==> src/rtl/branch_redirect_ctrl_if.sv <==
// Signal bundle between the ID-stage pipeline, the branch unit and the
// redirect controller. The controller sits on the slave side.
interface branch_redirect_ctrl_if #(
  parameter int CNT_W = 16
);
  logic             id_valid;
  logic             id_is_branch;
  logic             branch_flag;
  logic [31:0]      branch_target_addr;
  logic             operand_hazard;
  logic             ex_stall;
  logic             flush;
  logic             if_ready;
  logic             stall_req;
  logic             redirect_valid;
  logic [31:0]      redirect_pc;
  logic             id_in_delay_slot;
  logic [CNT_W-1:0] branch_cnt;
  logic [CNT_W-1:0] taken_cnt;

  modport master (
    output id_valid, id_is_branch, branch_flag, branch_target_addr,
           operand_hazard, ex_stall, flush, if_ready,
    input  stall_req, redirect_valid, redirect_pc, id_in_delay_slot,
           branch_cnt, taken_cnt
  );

  modport slave (
    input  id_valid, id_is_branch, branch_flag, branch_target_addr,
           operand_hazard, ex_stall, flush, if_ready,
    output stall_req, redirect_valid, redirect_pc, id_in_delay_slot,
           branch_cnt, taken_cnt
  );
endinterface

==> src/rtl/branch_redirect_ctrl.sv <==
// ID-stage branch sequencing: qualifies resolved branches, stalls on operand
// hazards or an outstanding redirect, holds the redirect until fetch takes it.
module branch_redirect_ctrl #(
  parameter int          CNT_W    = 16,
  parameter logic [31:0] RESET_PC = 32'hBFC00000
) (
  input  logic                  clk,
  input  logic                  rst,
  branch_redirect_ctrl_if.slave bus
);

  typedef enum logic [0:0] {
    IDLE = 1'b0,
    PEND = 1'b1
  } state_t;

  state_t           state;
  logic [31:0]      redirect_pc_q;
  logic             delay_slot_q;
  logic [CNT_W-1:0] branch_cnt_q;
  logic [CNT_W-1:0] taken_cnt_q;

  logic pend;
  logic accept;
  logic br_accept;
  logic br_taken;
  logic redirect_valid;
  logic handshake;

  function automatic logic [CNT_W-1:0] sat_inc(input logic [CNT_W-1:0] v);
    if (v == {CNT_W{1'b1}}) return v;
    return v + {{(CNT_W-1){1'b0}}, 1'b1};
  endfunction

  assign pend = (state == PEND);

  // A branch may not resolve while a previous redirect is still unclaimed,
  // so the second branch waits in ID until the FSM is back in IDLE.
  assign bus.stall_req = !bus.flush && bus.id_valid && bus.id_is_branch &&
                         (bus.operand_hazard || pend);

  assign accept    = bus.id_valid && !bus.ex_stall && !bus.stall_req && !bus.flush;
  assign br_accept = accept && bus.id_is_branch;
  assign br_taken  = br_accept && bus.branch_flag;

  assign redirect_valid = pend && !bus.flush;
  assign handshake      = redirect_valid && bus.if_ready;

  // Flush outranks everything but reset: it kills a pending redirect and the
  // delay-slot tag, and no branch is counted or latched in that cycle.
  always_ff @(posedge clk) begin
    if (rst) begin
      state         <= IDLE;
      redirect_pc_q <= RESET_PC;
      delay_slot_q  <= 1'b0;
      branch_cnt_q  <= '0;
      taken_cnt_q   <= '0;
    end else if (bus.flush) begin
      state        <= IDLE;
      delay_slot_q <= 1'b0;
    end else begin
      case (state)
        IDLE: begin
          if (br_taken) begin
            redirect_pc_q <= bus.branch_target_addr;
            state         <= PEND;
          end
        end
        PEND: begin
          if (handshake) state <= IDLE;
        end
        default: state <= IDLE;
      endcase

      if (br_accept)   delay_slot_q <= 1'b1;
      else if (accept) delay_slot_q <= 1'b0;

      if (br_accept) branch_cnt_q <= sat_inc(branch_cnt_q);
      if (br_taken)  taken_cnt_q  <= sat_inc(taken_cnt_q);
    end
  end

  assign bus.redirect_valid   = redirect_valid;
  assign bus.redirect_pc      = redirect_pc_q;
  assign bus.id_in_delay_slot = delay_slot_q;
  assign bus.branch_cnt       = branch_cnt_q;
  assign bus.taken_cnt        = taken_cnt_q;

endmodule

==> src/flat_wrapper.sv <==
// flat-port wrapper written by rule: the top's interface ports become plain ports
module branch_redirect_ctrl_flat 
#(
  parameter int          CNT_W    = 16,
  parameter logic [31:0] RESET_PC = 32'hBFC00000
)
  (clk, rst, bus_id_valid, bus_id_is_branch, bus_branch_flag, bus_branch_target_addr, bus_operand_hazard, bus_ex_stall, bus_flush, bus_if_ready, bus_stall_req, bus_redirect_valid, bus_redirect_pc, bus_id_in_delay_slot, bus_branch_cnt, bus_taken_cnt);
  branch_redirect_ctrl_if #(.CNT_W(CNT_W)) bus_i ();
  input  logic clk;
  input  logic rst;
  input wire logic [$bits(bus_i.id_valid)-1:0] bus_id_valid;
  input wire logic [$bits(bus_i.id_is_branch)-1:0] bus_id_is_branch;
  input wire logic [$bits(bus_i.branch_flag)-1:0] bus_branch_flag;
  input wire logic [$bits(bus_i.branch_target_addr)-1:0] bus_branch_target_addr;
  input wire logic [$bits(bus_i.operand_hazard)-1:0] bus_operand_hazard;
  input wire logic [$bits(bus_i.ex_stall)-1:0] bus_ex_stall;
  input wire logic [$bits(bus_i.flush)-1:0] bus_flush;
  input wire logic [$bits(bus_i.if_ready)-1:0] bus_if_ready;
  output wire logic [$bits(bus_i.stall_req)-1:0] bus_stall_req;
  output wire logic [$bits(bus_i.redirect_valid)-1:0] bus_redirect_valid;
  output wire logic [$bits(bus_i.redirect_pc)-1:0] bus_redirect_pc;
  output wire logic [$bits(bus_i.id_in_delay_slot)-1:0] bus_id_in_delay_slot;
  output wire logic [$bits(bus_i.branch_cnt)-1:0] bus_branch_cnt;
  output wire logic [$bits(bus_i.taken_cnt)-1:0] bus_taken_cnt;
  assign bus_i.id_valid = bus_id_valid;
  assign bus_i.id_is_branch = bus_id_is_branch;
  assign bus_i.branch_flag = bus_branch_flag;
  assign bus_i.branch_target_addr = bus_branch_target_addr;
  assign bus_i.operand_hazard = bus_operand_hazard;
  assign bus_i.ex_stall = bus_ex_stall;
  assign bus_i.flush = bus_flush;
  assign bus_i.if_ready = bus_if_ready;
  assign bus_stall_req = bus_i.stall_req;
  assign bus_redirect_valid = bus_i.redirect_valid;
  assign bus_redirect_pc = bus_i.redirect_pc;
  assign bus_id_in_delay_slot = bus_i.id_in_delay_slot;
  assign bus_branch_cnt = bus_i.branch_cnt;
  assign bus_taken_cnt = bus_i.taken_cnt;
  branch_redirect_ctrl #(.CNT_W(CNT_W), .RESET_PC(RESET_PC)) u_core (.clk(clk), .rst(rst), .bus(bus_i));
endmodule
==> config.mk <==
export PLATFORM = sky130hd
export DESIGN_NAME = branch_redirect_ctrl_flat
export DESIGN_NICKNAME = d
export VERILOG_FILES = /design/src/rtl/branch_redirect_ctrl_if.sv /design/src/rtl/branch_redirect_ctrl.sv /design/src/flat_wrapper.sv
export SDC_FILE = /design/constraint.sdc
export NUM_CORES = 1
export LEC_CHECK = 0
export ABC_AREA = 1
export CAP_MARGIN = 20
export CORE_MARGIN = 3
export CORE_UTILIZATION = 44
export DETAILED_ROUTE_END_ITERATION = 6
export PLACE_DENSITY = 0.79
export SYNTH_ARGS = -nofsm -noshare
export SYNTH_HDL_FRONTEND = slang
export SYNTH_SLANG_ARGS = --single-unit
==> constraint.sdc <==
create_clock -name clk -period 2.11 [get_ports clk]
set_input_delay 0.422 -clock clk [delete_from_list [all_inputs] [get_ports clk]]
set_output_delay 0.422 -clock clk [all_outputs]
set_load 0.01 [all_outputs]
* After elaboration in Yosys (flattened, before gate mapping)
Index checks and enable logic that the tools add are counted.
** Storage, ports and cells
- Register bits after elaboration :: 66
- Output and inout bits :: 67
- Logic and storage cells :: 47
- Bits of input ports :: 41
** Operators by class
- $add $sub $neg :: 2
- Mux-type cells :: 15
- Reductions and logical operators :: 19
- Equal/unequal tests :: 4
- Bitwise gates (word level) :: 2
** Operator list (count)
- 16-bit by 1-bit adder with 16-bit output (second input constant) :: 2
- 16-bit equality test (second input constant) :: 2
- 16-bit 2-to-1 mux :: 2
- 1-bit 2-to-1 mux :: 12
- 1-bit logical AND :: 10
- 3-bit AND reduction :: 3
- 2-bit != test (second input constant) :: 2
- 1-bit zero test :: 3
- 1-bit inverter :: 2
- 1-bit case mux with 2 select lines :: 1
- 2-bit nonzero test :: 1
- 2-bit OR reduction :: 1
- 1-bit logical OR :: 1

* Depth between registers and ports, before layout
Gate-level depths: netlist of run 1.
- Word-level depth :: 14
- Mapped depth :: 10
- Mapped depth without buffers :: 10

* Least setup slack after synthesis of run 1
Ideal clock, no wire load.
- Kind :: reg-to-reg
- Start :: reg u_core.taken_cnt_q[1] (netlist: u_core.bus.taken_cnt[1])
- End :: reg u_core.taken_cnt_q[9] (netlist: u_core.bus.taken_cnt[9])
- Clock period less this slack :: 1.538 ns
- Path buffers :: 1
- Setup time :: 0.070 ns
- Arrival time :: 1.468 ns
- Cell stages (with the launch flop) :: 11
- Slack :: 0.572 ns
- Cell sequence :: dfxtp_1 -> ha_1 -> nand3_2 -> inv_2 -> nand2_4 -> nor2_8 -> nand2_4 -> nand2_4 -> buf_8 -> nand2_2 -> a21oi_2
** On the way
- Word-level cells in the longest chain between the ends :: 7
** RTL lines
- start: declaration :: RTL line branch_redirect_ctrl.sv:21 : logic [CNT_W-1:0] taken_cnt_q;
- start signal: assignment :: RTL line branch_redirect_ctrl.sv:79 : if (br_taken) taken_cnt_q <= sat_inc(taken_cnt_q);
- 16-bit equality test :: RTL line branch_redirect_ctrl.sv:31 : if (v == {CNT_W{1'b1}}) return v;
- 1-bit 2-to-1 mux :: RTL line branch_redirect_ctrl.sv:31
- 1-bit 2-to-1 mux :: RTL line branch_redirect_ctrl.sv:79
- 1-bit 2-to-1 mux :: RTL line branch_redirect_ctrl.sv:58 : end else if (bus.flush) begin
- 1-bit 2-to-1 mux :: RTL line branch_redirect_ctrl.sv:52 : if (rst) begin
- 2-bit != test (no source line)
- 3-bit AND reduction (no source line)
Several ways; a longest one is shown, not always the timed one. The select of a mux whose other input is x is not followed.
A chain may end at the register's enable or synchronous reset.

* Worst setup path in the final report of run 1
- Start :: in bus_id_is_branch
- End :: out bus_stall_req
** On the way
- Word-level cells in the longest chain between the ends :: 2
** RTL lines
- start: declaration :: RTL line flat_wrapper.sv:12 : input wire logic [$bits(bus_i.id_is_branch)-1:0] bus_id_is_branch;
- 1-bit logical AND (2 in series) :: RTL line branch_redirect_ctrl.sv:39 : assign bus.stall_req = !bus.flush && bus.id_valid && bus.id_is_branch &&
- end: declaration :: RTL line flat_wrapper.sv:19 : output wire logic [$bits(bus_i.stall_req)-1:0] bus_stall_req;
Every way passes these cells.

==> results of run 1 <==
==> stage by stage <==
stage / instances / power [mW] / hold WS, ns
after detailed placement: 683 / 1.47 / 0.454
after global routing: 699 / 2.83 / 0.506
final: 699 / 2.73 / 0.477
after CTS: 699 / 2.75 / 0.475
after floorplan: 479 / 1.35 / 0.481
after global placement: 683 / 1.47 / 0.453
==> metal layers <==
metal  GRT usage, %  vias up  wire length [um]
li1               -     1767                 -
met1           26.6     1580              3830
met2           35.0      122              4160
met3           9.18       11               939
met4           5.57        0               111
met5              0        -                 0
==> state kept, by name (all words and copies together), names as in the netlist <==
| signal | count |
|---|---|
| u_core.bus.branch_cnt | 16 |
| u_core.bus.id_in_delay_slot | 1 |
| u_core.pend | 1 |
| u_core.bus.taken_cnt | 16 |
| u_core.bus.redirect_pc | 32 |
==> cell usage after synthesis (5+ instances only) <==
library cell  count  area (um2)
a21oi_2          10        87.6
nand2_1         127         477
o21ai_0          34         170
clkbuf_1          9        33.8
a21oi_1          15        75.1
nand3b_1          5        37.5
xor2_1            5        43.8
nor2_1           95         357
inv_1            30         113
nand4_1           8        50.1
nand2_2           5        31.3
dfxtp_1          66        1320
nand3_1          37         185
==> worst reg2reg max path: cells and delay by family (launching register included) <==
kind	cells	cell delay [ns]
flops	1	0.41
compound gates	1	0.13
simple gates	5	0.82
fa+ha+maj	1	0.24
==> how the worst max path moves through the flow <==
stage	startpoint	endpoint
5_1_grt	bus_id_is_branch	bus_stall_req
6_report	bus_id_is_branch	bus_stall_req
3_5_place_dp	bus_id_is_branch	bus_stall_req
4_1_cts	bus_flush	bus_redirect_valid
3_3_place_gp	bus_id_is_branch	bus_stall_req
2_1_floorplan	u_core.bus.taken_cnt[1]	u_core.bus.taken_cnt[9]
==> cell type report <==
cell class | count | area (um2)
fillers | 610 | 2250
multi-input cells | 363 | 1750
flip-flops and latches | 66 | 1320
repair buffers | 124 | 1210
inverters | 34 | 128
clock buffers | 9 | 124
well taps | 96 | 120
clock inverters | 7 | 118
==> power groups by stage <==
stage	Sequential (mW)	Clock [mW]	Combinational (mW)
CTS	1.26	1.31	0.182
finish	1.26	1.29	0.181
global placement	1.29	0	0.180
detailed placement	1.29	0	0.182
floorplan	1.29	0	0.0555
global route	1.26	1.37	0.197
==> logic make-up (layout without fill, tap and decap cells) <==
family	count (synthesis)	in the layout	share of synthesized area, %
xor gates and xnor gates	7	7	1.87
AOI/OAI and AO/OA	59	59	10.1
and+or+nand+nor	295	295	40.5
adders and majority gates	2	2	0.762
buffers and inverters	50	174	6.44
DFF	66	66	40.3
==> impl_metrics.toml, run 1 <==
[status]
run_status = "complete, no violations"

[sta]
slew_headroom_pct = 76.8
clock.fmax_ghz = 0.512
finalCritPeriodShare_pct = 92.6
setup_viol = 0
slew_violations = 0
setup_tns_ns = 0
min_period_ns = 1.95
tightestPinTransition_ns = 0.347
rsz0062_at_grt = "no"
finClkSkew_ns = 0.00984
setup_slack_ns = 0.156
hold_violations = 0

[clock_tree]
cts_sinks = 66
post-cts-setup-buffer-count = 0
hold_buffers = 0
cts_buffer_depth = 2
clkTransAtPathRegs_ns = 0.07
cts_resized = 1
cts_buffers = 9
htreeDepth = 3
cts_root_buf = "clkbuf_8"
cts_tree = "built"
clock_latency_ns = 0.34

[setup_path]
path_max_fanout = 2
worst_setup_path_end_kind = "primary output"
path_buf_inv = 3
crit_cells = 4
cpLargestDelayFamily = "buffers and inverters"
worstPathRequired_ns = 1.69
r2r_cells = 7
cp_cell_sequence = "clkdlybuf4s50_1 > inv_1 > nor3_1 > dlygate4sd2_1"
slowest_stage = "clkdlybuf4s50_1"
path_class = "input pin to primary output"
r2r-end = "u_core.bus.branch_cnt[14]"
cp_slowest_stage_delay_ns = 0.50
start_kind = "input pin"
r2r_start = "u_core.bus.branch_cnt[0]"
r2r_slack_ns = 0.45
worstPathArrival_ns = 1.53

[grt]
grt_overflow = 0
grt_max_degree = 37
grt_first_pass_wirelength_um = 15000
antenna_found_initial = 0
grt_use_total_pct = 21.7
grt_pass1_vias = 3228

[place]
dp_hpwl_um = 6760
gp_congestion = 0.867
placed_area_mm2 = 0.00453
numPortBuffers = 107
detailedPlace.worstSlack_ns = -0.171

[worst_hold_path]
min_from = "u_core.bus.id_in_delay_slot"
hold_end = "u_core.bus.id_in_delay_slot"
hp-class = "register to register"
min_path_cells = 2

[routing]
ant_nets = 0
drc = 0
drtIter0Drc = 173
wl_per_cell_um = 12.9
routed-via-count = 3480
first_pass_iters = 4
routed_wl_um = 9040
viasPerCell = 4.98

[die]
die-area_mm2 = 0.00853
core_mm2 = 0.00702
rows = 30
ios = 108
initial_core_util_pct = 46.8
die_width_um = 92.4
die_y_um = 92.4

[power_and_ir_drop]
powerDensity_mw_per_mm2 = 572
pwr-share-comb_pct = 6.6
internal-power_mw = 2.15
pwr-share-seq_pct = 46.2
p_leak_nw = 1.80
swShare_pct = 21.3
p_clk_share_pct = 47.2
peakVddDrop_uv = 425
switchingPower_uw = 582

[synthesis]
synthesis.area_mm2 = 0.00328
synthDistinctLibCells = 30
yosysWarnings = 0
synth_area_per_cell_um2 = 6.85
synth_nets = 522
synth-edff-count = 0
synthCells = 479
synth_seq_cells = 66
yosysSeqAreaShare_pct = 40.3
ys_async_sr_fraction_pct = 0
synth_flop_cell = "dfxtp_1"

[finish]
diodes = 0
final_nets = 641
final_cell_mix = "nand2_1 (127), clkdlybuf4s50_1 (105), nor2_1 (95)"
final_area_mm2 = 0.00477
final_common_cell = "nand2_1"
area.growth.synth_to_final_pct = 45.4
fin_util_pct = 68.0
drive_gt1_share_pct = 11.1

[run]
maxCapViolations = 0
No activity file was read; power rests on OpenSTA's default activity.
==> inputs of run 2 (changes only) <==
Settings changed: GPL_TIMING_DRIVEN set to 0.
==> impl_metrics.toml, run 2 (synthesis gave the netlist of run 1 again) <==
[die]
die-area_mm2 = 0.00853
die_width_um = 92.4
ios = 108
die_y_um = 92.4
rows = 30
core_mm2 = 0.00702
initial_core_util_pct = 46.8

[sta]
setup_viol = 0
hold_violations = 0
rsz0062_at_grt = "no"
slew_violations = 0
finalCritPeriodShare_pct = 91.6
setup_tns_ns = 0
finClkSkew_ns = 0.00649
min_period_ns = 1.93
clock.fmax_ghz = 0.517
slew_headroom_pct = 55.5
tightestPinTransition_ns = 0.667

[status]
run_status = "complete, no violations"

[grt]
grt_max_degree = 12
grt_use_total_pct = 22.5
grt_pass1_vias = 3349
antenna_found_initial = 0
grt_overflow = 0
grt_first_pass_wirelength_um = 15500

[routing]
ant_nets = 0
routed_wl_um = 9250
first_pass_iters = 5
drtIter0Drc = 184
drc = 0
viasPerCell = 5.03
wl_per_cell_um = 13.3
routed-via-count = 3504

[clock_tree]
cts_buffers = 9
clkTransAtPathRegs_ns = 0.07
post-cts-setup-buffer-count = 0
clock_latency_ns = 0.35
htreeDepth = 3
cts_root_buf = "clkbuf_8"
hold_buffers = 0
cts_tree = "built"
cts_sinks = 66
cts_buffer_depth = 2

[setup_path]
worst_setup_path_end_kind = "primary output"
path_class = "input pin to primary output"
worstPathRequired_ns = 1.69
start_kind = "input pin"
worstPathArrival_ns = 1.51
path_max_fanout = 3

[worst_hold_path]
hp-class = "input pin to register"

[place]
numPortBuffers = 106
placed_cells = 681
dp_hpwl_um = 7030
gp_congestion = 0.908

[finish]
area.growth.synth_to_final_pct = 44.1
drive_gt1_share_pct = 9.15
diodes = 0
fin_util_pct = 67.4
largest_reg_flops = 32
final_nets = 639
final_common_cell = "nand2_1"
fin_cells = 697
final_cell_mix = "nand2_1 (127), clkdlybuf4s50_1 (104), nor2_1 (95)"

[power_and_ir_drop]
total_power_mw = 2.86
peakVddDrop_uv = 406
powerDensity_mw_per_mm2 = 605
p_leak_nw = 1.77

[run]
maxCapViolations = 0
-- run 2: cell types whose count changed in the layout (fill, tap and decap cells not counted), sizes merged --
cell,delta
clkinv,-3
clkbuf,+11
buf,-10
clkdlybuf4s50,-1
bufinv,+1
-- run 2: layout make-up --
type / count / area, um2
Inverter: 34 / 128
Clock buffer: 11 / 141
Clock inverter: 5 / 125
Sequential cell: 66 / 1320
Multi-Input combinational cell: 363 / 1750
Fill cell: 608 / 2290
Buffer: 16 / 83.8
Timing Repair Buffer: 106 / 1060
Tap cell: 96 / 120
-- run 2: stage by stage --
| step | area (um2) | setup slack [ns] | hold slack [ns] |
|---|---|---|---|
| after floorplan | 3280 | 0.572 | 0.481 |
| after global placement | 4460 | -0.115 | 0.452 |
| after detailed placement | 4460 | -0.125 | 0.458 |
| after CTS | 4730 | 0.0531 | 0.458 |
| after global routing | 4730 | 0.125 | 0.495 |
| final | 4730 | 0.177 | 0.452 |
-- run 2: worst paths after layout --
| check | depth (start not counted) | slack (ns) | start | to |
|---|---|---|---|---|
| max | 5 | 0.18 | bus_flush | bus_stall_req |
| min | 2 | 0.45 | rst | u_core.bus.branch_cnt[3] |
| max reg2reg | 8 | 0.34 | u_core.bus.branch_cnt[0] | u_core.bus.branch_cnt[13] |
| min reg2reg | 2 | 0.47 | u_core.bus.id_in_delay_slot | u_core.bus.id_in_delay_slot |
-- run 2: per-layer routing --
metal	part of all wire [%]	GRT usage [%]	vias up	wire, um
met5	0	0	-	0
li1	-	-	1768	-
met1	41	25.9	1587	3760
met3	11	8.53	16	989
met4	1.8	10.5	0	167
met2	47	36.9	133	4330
-- run 2: what timing repair did --
item,4_1_cts,5_1_grt
setup endpoints to repair,1,1
endpoints found under the hold margin,0,0
resized for setup,1,1
cloned,0,0
-- run 2: critical path, stage by stage --
cell,delay (ns)
clkdlybuf4s50_1,0.49
inv_2,0.09
nand2_1,0.07
nor3_1,0.12
dlygate4sd2_1,0.32
-- run 2: power by group --
group          switching, mW  total, mW  internal (mW)
clock network          0.494       1.43          0.936
registers            0.00589       1.26           1.25
logic                 0.0737      0.171         0.0977
total                  0.574       2.86           2.29
